## config.mk

```make
export PLATFORM = sky130hd
export DESIGN_NAME = prefetch_unit
export DESIGN_NICKNAME = d
export VERILOG_FILES = /design/src/rtl/fetch_pkg.sv /design/src/rtl/inst_fifo.sv /design/src/rtl/prefetch_unit.sv
export SDC_FILE = /design/constraint.sdc
export NUM_CORES = 1
export LEC_CHECK = 0
export ABC_AREA = 1
export BUFFER_PORTS_ARGS = -buffer_cell sky130_fd_sc_hd__buf_2
export CORE_MARGIN = 1.5
export CORE_UTILIZATION = 40
export CTS_CLUSTER_SIZE = 14
export DETAILED_ROUTE_END_ITERATION = 10
export GPL_TIMING_DRIVEN = 0
export PLACE_DENSITY = 0.58
export SYNTH_ARGS = -nofsm -noshare
export SYNTH_HDL_FRONTEND = slang
export SYNTH_HIERARCHICAL = 1
export SYNTH_SLANG_ARGS = --single-unit
```

## constraint.sdc

```tcl
create_clock -name clock -period 9.39 [get_ports clock]
set_input_delay 2.3475 -clock clock [delete_from_list [all_inputs] [get_ports clock]]
set_output_delay 2.3475 -clock clock [all_outputs]
set_load 0.01 [all_outputs]
```

## src/rtl/fetch_pkg.sv

```systemverilog
// fetch_pkg
// Shared types and default constants for the instruction prefetch path.
//   fetch_entry_t : one queued instruction together with the PC it came from
//   FETCH_DEPTH   : default queue depth (also the request credit limit)
//   RESET_PC      : default program counter after reset
package fetch_pkg;

    localparam int          FETCH_XLEN  = 32;
    localparam int          FETCH_ILEN  = 32;
    localparam int          FETCH_DEPTH = 4;
    localparam int unsigned RESET_PC    = 0;

    typedef struct packed {
        logic [FETCH_ILEN-1:0] inst;
        logic [FETCH_XLEN-1:0] pc;
    } fetch_entry_t;

endpackage

```

## src/rtl/inst_fifo.sv

```systemverilog
// inst_fifo
// Synchronous DEPTH-entry FIFO holding packed fetch entries.
// Ports:
//   clock, reset_n : rising-edge clock, synchronous active-low reset
//   flush          : empties the FIFO (wins over push/pop)
//   push, push_data: write one entry at the tail
//   pop            : drop the head entry
//   head_data      : current head entry (storage is reset to 0)
//   count          : number of occupied entries, 0..DEPTH
module inst_fifo
    import fetch_pkg::*;
#(
    parameter int DEPTH = FETCH_DEPTH,
    parameter int WIDTH = $bits(fetch_entry_t)
) (
    input  logic                     clock,
    input  logic                     reset_n,
    input  logic                     flush,
    input  logic                     push,
    input  logic [WIDTH-1:0]         push_data,
    input  logic                     pop,
    output logic [WIDTH-1:0]         head_data,
    output logic [$clog2(DEPTH):0]   count
);

    localparam int PW = $clog2(DEPTH);

    logic [WIDTH-1:0] store [DEPTH];
    logic [PW-1:0]    wr_ptr;
    logic [PW-1:0]    rd_ptr;

    // DEPTH is a power of two, so the pointers wrap naturally.
    always_ff @(posedge clock) begin
        if (!reset_n) begin
            wr_ptr <= '0;
            rd_ptr <= '0;
            count  <= '0;
            for (int i = 0; i < DEPTH; i++) begin
                store[i] <= '0;
            end
        end else if (flush) begin
            wr_ptr <= '0;
            rd_ptr <= '0;
            count  <= '0;
        end else begin
            if (push) begin
                store[wr_ptr] <= push_data;
                wr_ptr        <= wr_ptr + 1'b1;
            end
            if (pop) begin
                rd_ptr <= rd_ptr + 1'b1;
            end
            case ({push, pop})
                2'b10:   count <= count + 1'b1;
                2'b01:   count <= count - 1'b1;
                default: count <= count;
            endcase
        end
    end

    assign head_data = store[rd_ptr];

endmodule

```

## src/rtl/prefetch_unit.sv

```systemverilog
// prefetch_unit
// Owns the program counter, issues in-order word fetches to instruction
// memory and buffers the returned instructions (tagged with their PC) for
// decode. A redirect flushes the buffer and discards in-flight responses.
// Ports:
//   clock, reset_n                : rising-edge clock, synchronous active-low reset
//   enable                        : permits new memory requests
//   redirect_valid, redirect_pc   : one-cycle branch/jump strobe and target
//   mem_req_valid/ready/addr      : request channel to instruction memory
//   mem_resp_valid, mem_resp_data : in-order responses, always accepted
//   inst_valid/ready/data/pc      : queue head handed to decode
//   queue_count                   : occupied queue entries
module prefetch_unit
    import fetch_pkg::*;
#(
    parameter int             XLEN     = 32,
    parameter int             ILEN     = 32,
    parameter int             DEPTH    = FETCH_DEPTH,
    parameter logic [XLEN-1:0] RESET_PC = XLEN'(fetch_pkg::RESET_PC),
    parameter logic [XLEN-1:0] PC_STEP  = XLEN'(1)
) (
    input  logic                   clock,
    input  logic                   reset_n,
    input  logic                   enable,
    input  logic                   redirect_valid,
    input  logic [XLEN-1:0]        redirect_pc,
    output logic                   mem_req_valid,
    input  logic                   mem_req_ready,
    output logic [XLEN-1:0]        mem_req_addr,
    input  logic                   mem_resp_valid,
    input  logic [ILEN-1:0]        mem_resp_data,
    output logic                   inst_valid,
    input  logic                   inst_ready,
    output logic [ILEN-1:0]        inst_data,
    output logic [XLEN-1:0]        inst_pc,
    output logic [$clog2(DEPTH):0] queue_count
);

    localparam int             CW          = $clog2(DEPTH) + 1;
    localparam int             EW          = ILEN + XLEN;
    localparam logic [CW:0]    DEPTH_LIMIT = (CW+1)'(DEPTH);

    logic [XLEN-1:0] pc;
    logic [XLEN-1:0] resp_pc;
    logic [CW-1:0]   outstanding;
    logic [CW-1:0]   drop;
    logic [CW-1:0]   outstanding_next;
    logic [CW:0]     credit_used;
    logic            req_fire;
    logic            resp_fire;
    logic            push;
    logic            pop;
    logic [EW-1:0]   head_data;

    // Queue slots plus in-flight requests never exceed DEPTH, so every
    // response has a slot waiting for it. Only registered state feeds this.
    assign credit_used   = {1'b0, queue_count} + {1'b0, outstanding};
    assign mem_req_valid = enable && (credit_used < DEPTH_LIMIT);
    assign mem_req_addr  = pc;

    assign req_fire  = mem_req_valid && mem_req_ready;
    assign resp_fire = mem_resp_valid;

    // A response is live only when no stale ones remain and no redirect is
    // discarding it this very cycle.
    assign push = resp_fire && (drop == '0) && !redirect_valid;

    assign inst_valid = (queue_count != '0) && !redirect_valid;
    assign pop        = inst_valid && inst_ready;
    assign inst_data  = head_data[EW-1:XLEN];
    assign inst_pc    = head_data[XLEN-1:0];

    assign outstanding_next = outstanding + CW'(req_fire) - CW'(resp_fire);

    // On a redirect everything still in flight, including a request fired in
    // the same cycle, becomes stale; that is exactly the next outstanding count.
    always_ff @(posedge clock) begin
        if (!reset_n) begin
            pc          <= RESET_PC;
            resp_pc     <= RESET_PC;
            outstanding <= '0;
            drop        <= '0;
        end else begin
            outstanding <= outstanding_next;
            if (redirect_valid) begin
                pc      <= redirect_pc;
                resp_pc <= redirect_pc;
                drop    <= outstanding_next;
            end else begin
                if (req_fire) begin
                    pc <= pc + PC_STEP;
                end
                if (resp_fire) begin
                    if (drop != '0) begin
                        drop <= drop - 1'b1;
                    end else begin
                        resp_pc <= resp_pc + PC_STEP;
                    end
                end
            end
        end
    end

    inst_fifo #(
        .DEPTH (DEPTH),
        .WIDTH (EW)
    ) u_inst_fifo (
        .clock     (clock),
        .reset_n   (reset_n),
        .flush     (redirect_valid),
        .push      (push),
        .push_data ({mem_resp_data, resp_pc}),
        .pop       (pop),
        .head_data (head_data),
        .count     (queue_count)
    );

endmodule

```

Word level (Yosys, flattened, before mapping)
Memories as Yosys holds them, arrays and structs flattened. A register that Yosys moved wholly into a read port is not among the register bits.
Cells that the tools add are included.
{"block": "totals", "memories": 1, "ff_bits": 77, "word_cells": 60, "ram_bits": 256, "inputBits": 71}
{"block": "op_classes", "mux": 19, "n_reduce_logical": 18, "n_bitwise": 1, "eq_ne": 3, "addsub": 10, "order_cmp": 1}
{"name": "u_inst_fifo.store", "words": 4, "word_bits": 64, "rd": 1, "rd_ports_with_merged_regs": 1, "wr": 4, "line_no": "inst_fifo.sv:28", "source": "logic [WIDTH-1:0] store [DEPTH];"}
{"cell": "2-to-1 mux 32 bit", "n": 5}
{"cell": "adder 32 x 1 -> 32 bit, second input constant", "n": 2}
{"cell": "2-to-1 mux 64 bit", "n": 1}
{"cell": "OR reduction 64 bit", "n": 1}
{"cell": "2-to-1 mux 3 bit", "n": 3}
{"cell": "nonzero test 2 bit", "n": 4}
{"cell": "logical AND 1 bit", "n": 6}
{"cell": "2-to-1 mux 1 bit", "n": 6}
{"cell": "2-to-1 mux 2 bit", "n": 3}
{"cell": "one-hot mux 3 bit (2 select lines)", "n": 1}
{"cell": "nonzero test 3 bit", "n": 2}
{"cell": "subtractor 3 x 1 -> 3 bit, second input constant", "n": 2}
{"cell": "adder 2 x 1 -> 2 bit, second input constant", "n": 2}
{"cell": "adder 3 x 3 -> 4 bit", "n": 1}
{"cell": "< comparator 4 x 3 -> 1 bit, second input constant", "n": 1}
{"cell": "AND reduction 2 bit", "n": 2}
{"cell": "adder 3 x 1 -> 3 bit", "n": 1}
{"cell": "adder 3 x 1 -> 3 bit, second input constant", "n": 1}
{"cell": "zero test 3 bit", "n": 1}
{"cell": "subtractor 3 x 1 -> 3 bit", "n": 1}
{"cell": "== test 2 x 1 -> 1 bit, second input constant", "n": 1}
{"cell": "== test 2 bit, second input constant", "n": 1}
{"cell": "inequality test 2 bit, second input constant", "n": 1}
{"cell": "OR reduction 2 bit", "n": 1}
{"cell": "other kinds (2)", "n": 2}

Depth between registers and ports, before layout
Gate-level depths: netlist of run 1.
{"block": "depth", "word_depth": 9, "mapped_depth": 15, "depth_no_buf": 14}

Modules after synthesis
Netlist of run 1, hierarchy kept.
{"mod": "inst_fifo", "seq_area_each_um2": 7867.5, "cells_each": 1068, "area_each_um2": 11408.4, "instances": 1}
{"mod": "prefetch_unit", "seq_area_each_um2": 1401.3, "cells_each": 805, "area_each_um2": 5017.3, "instances": 1}

Least setup slack after synthesis of run 1
OpenSTA, ideal clock, no wires.
{"block": "synth_path", "path_kind": "input port to flip-flop", "from": "input mem_resp_valid", "to": "memory u_inst_fifo/store[2][0] (netlist name) (enable)", "t_required_ns": 8.816, "t_arrival_ns": 7.673, "cell_stages": 6, "path_buffers": 2, "path_slack_ns": 1.143, "setup_ns": 0.574, "cell_sequence": "nand3_2 nor2_2 buf_2 nand2_2 buf_2 o21ai_0"}
{"item": "start: declaration", "line_no": "prefetch_unit.sv:30", "source": "input logic mem_resp_valid,"}
{"item": "end: declaration", "line_no": "inst_fifo.sv:28"}

Worst setup path after layout of run 1
{"block": "layout_path", "from": "input redirect_valid", "to": "output inst_valid"}
{"block": "layout_between", "elab_chain_cells": 2}
{"item": "start: declaration", "line_no": "prefetch_unit.sv:25", "source": "input logic redirect_valid,"}
{"item": "zero test 1 bit", "line_no": "prefetch_unit.sv:68", "source": "assign inst_valid = (queue_count != '0) && !redirect_valid;"}
{"item": "logical AND 1 bit", "line_no": "prefetch_unit.sv:68"}
{"item": "end: declaration", "line_no": "prefetch_unit.sv:32", "source": "output logic inst_valid,"}
Every way passes these cells.

==> results of run 1 <==
## power by group
| part | switching [uW] | internal [uW] | leakage, uW | total (uW) |
|---|---|---|---|---|
| Combinational | 222 | 110 | 0.00427 | 332 |
| Clock | 602 | 806 | 0.000561 | 1410 |
| Sequential | 52.2 | 1670 | 0.00329 | 1720 |
## worst max-delay path: stages
cell	delay, ps
buf_2	200
buf_4	260
buf_1	440
nor2_1	90
buf_2	160
## cells by family after synthesis
logic type / after synthesis
AO/OA/AOI/OAI: 303
XOR/XNOR: 20
adder cells (fa/ha/maj): 11
buffers and inverters: 315
flip-flops: 335
AND/OR/NAND/NOR: 889
## metal layers
metal	up-vias	share of wire [%]	wire [um]	track usage (%)
met4	0	2.7	1340	8.58
met5	-	0	0	0
met3	79	6.5	3180	3.04
li1	6622	-	-	-
met1	6414	43	20800	30.1
met2	457	48	23600	39.7
## through the flow
stage / hold WS [ps] / instances / instance area, um^2
finish: 452 / 2652 / 19300
global route: 491 / 2652 / 19300
CTS: 453 / 2652 / 19300
detailed placement: 447 / 2583 / 18200
global placement: 432 / 2576 / 17900
floorplan: 412 / 1873 / 16400
## worst paths after layout
| check | endpoint | slack (ps) | depth (start not counted) |
|---|---|---|---|
| max reg2reg | u_inst_fifo/store[3][41] | 5940 | 11 |
| min reg2reg | u_inst_fifo/rd_ptr[1] | 450 | 1 |
| min | u_inst_fifo/rd_ptr[1] | 450 | 1 |
| max | inst_valid | 3540 | 5 |
## registers in the layout, summed over array words and instances (netlist names), named ones only
register and cells:
u_inst_fifo/store 256, mem_req_addr 32, resp_pc 32, drop 3, outstanding 3, u_inst_fifo/count 3, u_inst_fifo/rd_ptr 2, u_inst_fifo/wr_ptr 2
## layout by cell type (no fill, tap or decap), types with 6 or more instances in the layout
cell,count
edfxtp_1,256
o21ai_0,155
a21oi_1,46
nand2_4,6
a31oi_1,15
nand3_1,60
xor2_1,18
clkbuf_1,64
nand2_2,10
buf_6,11
nor2_1,410
nand4_1,13
nand2_1,304
buf_1,9
clkbuf_16,39
nor2_2,18
clkinv_1,7
o22ai_1,64
ha_1,9
o21ai_1,6
buf_2,187
nor3_1,29
dfxtp_1,79
inv_1,216
nand3b_1,11
buf_4,9
nor2_4,16
## layout make-up
cell class	count	area share, %
plain buffers	94	2.53
clock buffers	55	5.42
flip-flops and latches	335	48.0
clock inverters	14	0.570
inverters	221	4.29
well taps	532	3.45
multi-input cells	1223	30.4
repair buffers	178	5.35
==> flow_summary_export.csv, run 1 <==
group,metric,value,unit
cells_and_area,syn2layout_area_growth,17.6,%
timing,worst_pin_slew,960,ps
logic_synthesis,yosysSeqAreaShare,56.4,%
clock_tree,hold_buffers,0,
floorplan,die_h,206,um
drt,drtPass1Iterations,8,
floorplan,initial_core_util,40.4,%
clock_tree,insertion_delay,560,ps
logic_synthesis,synthTopCellsByArea,"edfxtp_1 (47%), dfxtp_1 (9.6%), nor2_1 (9.4%)",
outcome,status,"complete, no violations",
worst_setup_path,path_max_fanout,10,
drt,wl,48900,um
cells_and_area,diodes,0,
logic_synthesis,yosys_most_used_dff,"edfxtp_1",
timing,setup_violations,0,
timing,finalCritPeriodShare,62.3,%
logic_synthesis,synth_cells,1873,
logic_synthesis,synth_top_cell_area_share,46.8,%
power_and_ir_drop,max-vdd-ir-drop,109,uV
clock_tree,cts_buffer_depth,3,
clock_tree,root_buffer,"clkbuf_16",
hold_path,hold_class,"reg2reg",
drt,route.detailed.drc,0,
logic_synthesis,async_reset_ff_share,0,%
logic_synthesis,syn_nets,1955,
logic_synthesis,synth.mux.area_fraction,0,%
clock_tree,cts_buffers,38,
drt,viasPerCell,5.12,
floorplan,dieWidth,206,um
logic_synthesis,synth_common_cells,"nor2_1 (411), nand2_1 (306), edfxtp_1 (256), inv_1 (216), o21ai_0 (156)",
logic_synthesis,ys_types,42,
logic_synthesis,synth_seq_cells,335,
clock_tree,cts_setup_buffers,0,
timing,layout_setup_ws,3540,ps
clock_tree,clkTransAtPathRegs,60,ps
logic_synthesis,synth_fa_ha_area_share,0.929,%
worst_setup_path,cp.arrival,3510,ps
floorplan,ios,172,
logic_synthesis,syn_area,0.0164,mm^2
logic_synthesis,synth_xor_area_share,1.11,%
timing,setup_tns,0,ps
logic_synthesis,synth_area_leader_cell,"edfxtp_1",
placed_design,pre_cts_ws,3520,ps
hold_path,hold_start,"u_inst_fifo/rd_ptr[1]",
global_routing,grt_pass1_vias,13308,
cells_and_area,multi_input_area,0.00587,mm^2
placed_design,place.gp.congestion,0.891,
logic_synthesis,synth_edf_count,256,
timing,drv_slew,0,
worst_setup_path,critPathLaunchType,"primary input",
logic_synthesis,synth_compound_area_share,10.1,%
logic_synthesis,synth_top_family_by_area,"simple AND/OR/NAND/NOR gates",
global_routing,grt_usage,23.3,%
timing,slew_headroom,35.9,%
flow_run,cap_viol_max_count,0,
worst_setup_path,cp-end-kind,"output pin",
global_routing,grt_max_degree,52,
floorplan,row_count,74,
logic_synthesis,yosys_warnings,6,
worst_setup_path,path_class,"in2out",
global_routing,grt-ovfl-total,0,
floorplan,core,0.0406,mm^2
clock_tree,cts_sinks,335,
logic_synthesis,synthMostInstantiatedCell,"nor2_1",
global_routing,grt_pass1_wl,74600,um
placed_design,portBuffers,171,
clock_tree,post_cts_resized,0,
timing,maxClockFrequency,171,MHz
clock_tree,tritoncts,"done",
logic_synthesis,syn-mean-instance-area,8.77,um^2
power_and_ir_drop,total_power,3460,uW
floorplan,fp.dieArea,0.0423,mm^2
worst_setup_path,startpoint,"redirect_valid",
drt,wl_per_cell,18.4,um
timing,hold_violations,0,
timing,finalClockSkew,17.3,ps
clock_tree,cts_max_level,2,
timing,fin_crit,5850,ps
placed_design,hpwl,33900,um
worst_setup_path,cp.required,7040,ps
cells_and_area,layout.nets,2173,
power_and_ir_drop,p_leak,0.00812,uW
power_and_ir_drop,powerDensity,179,mW/mm^2
cells_and_area,finish.utilization,47.5,%
cells_and_area,nFillCells,3946,
global_routing,antenna_found_initial,0,
drt,drtIter0Drc,854,
logic_synthesis,synth-simple-area-share,23.4,%
drt,num_vias,13572,
cells_and_area,regArea,0.00927,mm^2
cells_and_area,drive_above_1_share,15.7,%
timing,rsz0062_at_grt,"false",
drt,detail-route-antenna-nets,0,
worst_setup_path,rr_startpoint,"drop[0]",
Power figures use the tool's default switching activity.
==> run 2: changes to the inputs <==
--- a/config.mk
+++ b/config.mk
@@ -5,7 +5,7 @@
 export SDC_FILE = /design/constraint.sdc
 export NUM_CORES = 1
 export LEC_CHECK = 0
-export ABC_AREA = 1
+export ABC_AREA = 0
 export BUFFER_PORTS_ARGS = -buffer_cell sky130_fd_sc_hd__buf_2
 export CORE_MARGIN = 1.5
 export CORE_UTILIZATION = 40
==> constraint.sdc (replaced) <==
create_clock -name clock -period 5.71 [get_ports clock]
set_input_delay 1.4275 -clock clock [delete_from_list [all_inputs] [get_ports clock]]
set_output_delay 1.4275 -clock clock [all_outputs]
set_load 0.01 [all_outputs]
==> flow_summary_export.csv, run 2 <==
group,metric,value,unit
outcome,status,"complete, no violations",
placed_design,portBuffers,171,
drt,drtIter0Drc,705,
clock_tree,tritoncts,"done",
clock_tree,root_buffer,"clkbuf_16",
logic_synthesis,yosys_warnings,6,
logic_synthesis,synth_area_leader_cell,"edfxtp_1",
cells_and_area,syn2layout_area_growth,18.2,%
logic_synthesis,synth_seq_cells,335,
timing,finalCritPeriodShare,78.3,%
clock_tree,cts_buffer_depth,3,
timing,setup_violations,0,
logic_synthesis,synth_cells,1232,
drt,wl_per_cell,19.7,um
placed_design,dpl-instance-area,0.0170,mm^2
cells_and_area,final_cell_area,0.0181,mm^2
logic_synthesis,yosysSeqAreaShare,60.5,%
floorplan,row_count,71,
power_and_ir_drop,max-vdd-ir-drop,201,uV
timing,hold_violations,0,
clock_tree,cts_buffers,37,
logic_synthesis,syn_nets,1314,
clock_tree,post_cts_resized,0,
floorplan,dieWidth,199,um
timing,worst_pin_slew,693,ps
clock_tree,insertion_delay,520,ps
logic_synthesis,synthMostInstantiatedCell,"edfxtp_1",
clock_tree,cts_sinks,335,
logic_synthesis,yosys_most_used_dff,"edfxtp_1",
cells_and_area,nFillCells,3441,
cells_and_area,drive_above_1_share,26.8,%
cells_and_area,diodes,0,
worst_setup_path,critPathLaunchType,"primary input",
floorplan,fp.dieArea,0.0395,mm^2
logic_synthesis,synthTopCellsByArea,"edfxtp_1 (50%), dfxtp_1 (10%), mux4_2 (8.8%)",
power_and_ir_drop,powerDensity,311,mW/mm^2
clock_tree,hold_buffers,0,
clock_tree,cts_max_level,2,
timing,slew_headroom,53.8,%
drt,route.detailed.drc,0,
global_routing,antenna_found_initial,1,
timing,rsz0062_at_grt,"false",
timing,finalClockSkew,19.6,ps
worst_setup_path,path_class,"in2out",
clock_tree,cts_setup_buffers,0,
logic_synthesis,synth_edf_count,256,
placed_design,place.gp.congestion,0.888,
clock_tree,clkTransAtPathRegs,60,ps
placed_design,hpwl,26800,um
logic_synthesis,synth_common_cells,"edfxtp_1 (256), nor2_1 (249), nand2_1 (96), dfxtp_1 (79), mux4_2 (60)",
cells_and_area,final_common_cell,"edfxtp_1",
timing,drv_slew,0,
drt,num_vias,10698,
global_routing,grt_pass1_vias,10634,
cells_and_area,mostFrequentLayoutCells,"edfxtp_1 (256), nor2_1 (249), buf_2 (202), nand2_1 (92), dfxtp_1 (79)",
global_routing,grt_usage,20.1,%
logic_synthesis,syn_area,0.0153,mm^2
worst_setup_path,cp-end-kind,"output pin",
global_routing,grt-ovfl-total,0,
logic_synthesis,synth_top_cell_area_share,50.2,%
drt,viasPerCell,5.40,
worst_setup_path,path_max_fanout,10,
cells_and_area,largest_register,"u_inst_fifo/store",
logic_synthesis,ys_types,59,
cells_and_area,finish.utilization,48.1,%
worst_setup_path,cp.arrival,3040,ps
worst_setup_path,cp.required,4280,ps
logic_synthesis,async_reset_ff_share,0,%
power_and_ir_drop,p_leak,0.00641,uW
flow_run,cap_viol_max_count,0,
timing,fin_crit,4470,ps
cells_and_area,largest_reg_flops,256,
global_routing,grt_pass1_wl,60300,um
floorplan,die_h,199,um
floorplan,ios,172,
drt,drtPass1Iterations,5,
floorplan,core,0.0377,mm^2
global_routing,grt_max_degree,48,
cells_and_area,layout.nets,1528,
logic_synthesis,syn-mean-instance-area,12.4,um^2
drt,detail-route-antenna-nets,0,
timing,maxClockFrequency,224,MHz
drt,wl,39100,um
floorplan,initial_core_util,40.7,%
hold_path,hold_class,"reg2reg",
==> run 2: power breakdown <==
group	total [uW]	internal [uW]	switching (uW)	leakage (uW)
sequential	2820	2750	75.9	0.00330
clock	2300	1350	944	0.000566
combinational	520	202	319	0.00255
==> run 2: kinds of logic (layout without fill, tap and decap cells) <==
| family | count (synthesis) | after routing | synth area share [%] |
|---|---|---|---|
| adder cells (fa/ha/maj) | 11 | 11 | 0.996 |
| flip-flops | 335 | 335 | 60.5 |
| buffers and inverters | 98 | 337 | 3.77 |
| AND/OR/NAND/NOR | 558 | 558 | 17.7 |
| multiplexers | 66 | 66 | 9.63 |
| XOR/XNOR | 25 | 25 | 1.43 |
| AO/OA/AOI/OAI | 139 | 139 | 6.00 |
==> run 2: worst paths after layout <==
kind / cells after the start / slack [ps] / to / start
setup / recovery: 5 / 1240 / inst_valid / redirect_valid
hold / removal: 2 / 540 / u_inst_fifo/rd_ptr[0] / u_inst_fifo/rd_ptr[0]
setup reg to reg: 11 / 2760 / drop[2] / u_inst_fifo/count[2]
hold reg to reg: 2 / 540 / u_inst_fifo/rd_ptr[0] / u_inst_fifo/rd_ptr[0]
==> run 2: per-stage QoR <==
stage               std cells  setup WS [ps]  hold slack, ps  setup TNS [ps]  total power [uW]
finish                   1982           1240             539               0              5640
global route             1982           1160             562               0              5850
CTS                      1982           1200             546               0              5700
detailed placement       1918            980             530               0              3400
global placement         1914          -1110             521         -231840              3390
floorplan                1232           1200             485               0              3180
==> run 2: area by class of cell <==
cell class / count / area (um^2) / area share [%]
sequential: 335 / 9270 / 51.2
multi-input combinational: 799 / 5510 / 30.4
clock buffer: 43 / 970 / 5.35
timing repair buffer: 175 / 958 / 5.29
tap: 511 / 639 / 3.53
buffer: 84 / 526 / 2.90
clock inverter: 21 / 191 / 1.06
inverter: 14 / 52.6 / 0.290
==> run 2: routing by layer <==
metal  vias up  part of all wire, %  global-route usage (%)
li1       5040                    -                       -
met1      5233                   44                    27.5
met2       369                   48                    33.6
met3        56                  5.7                    2.53
met4         0                  2.2                    5.58
met5         -                    0                       0
==> run 2: worst max-delay path, stage by stage <==
cell      delay (ps)
buf_2            260
clkbuf_1         450
buf_1            590
nor2_1           140
buf_2            170
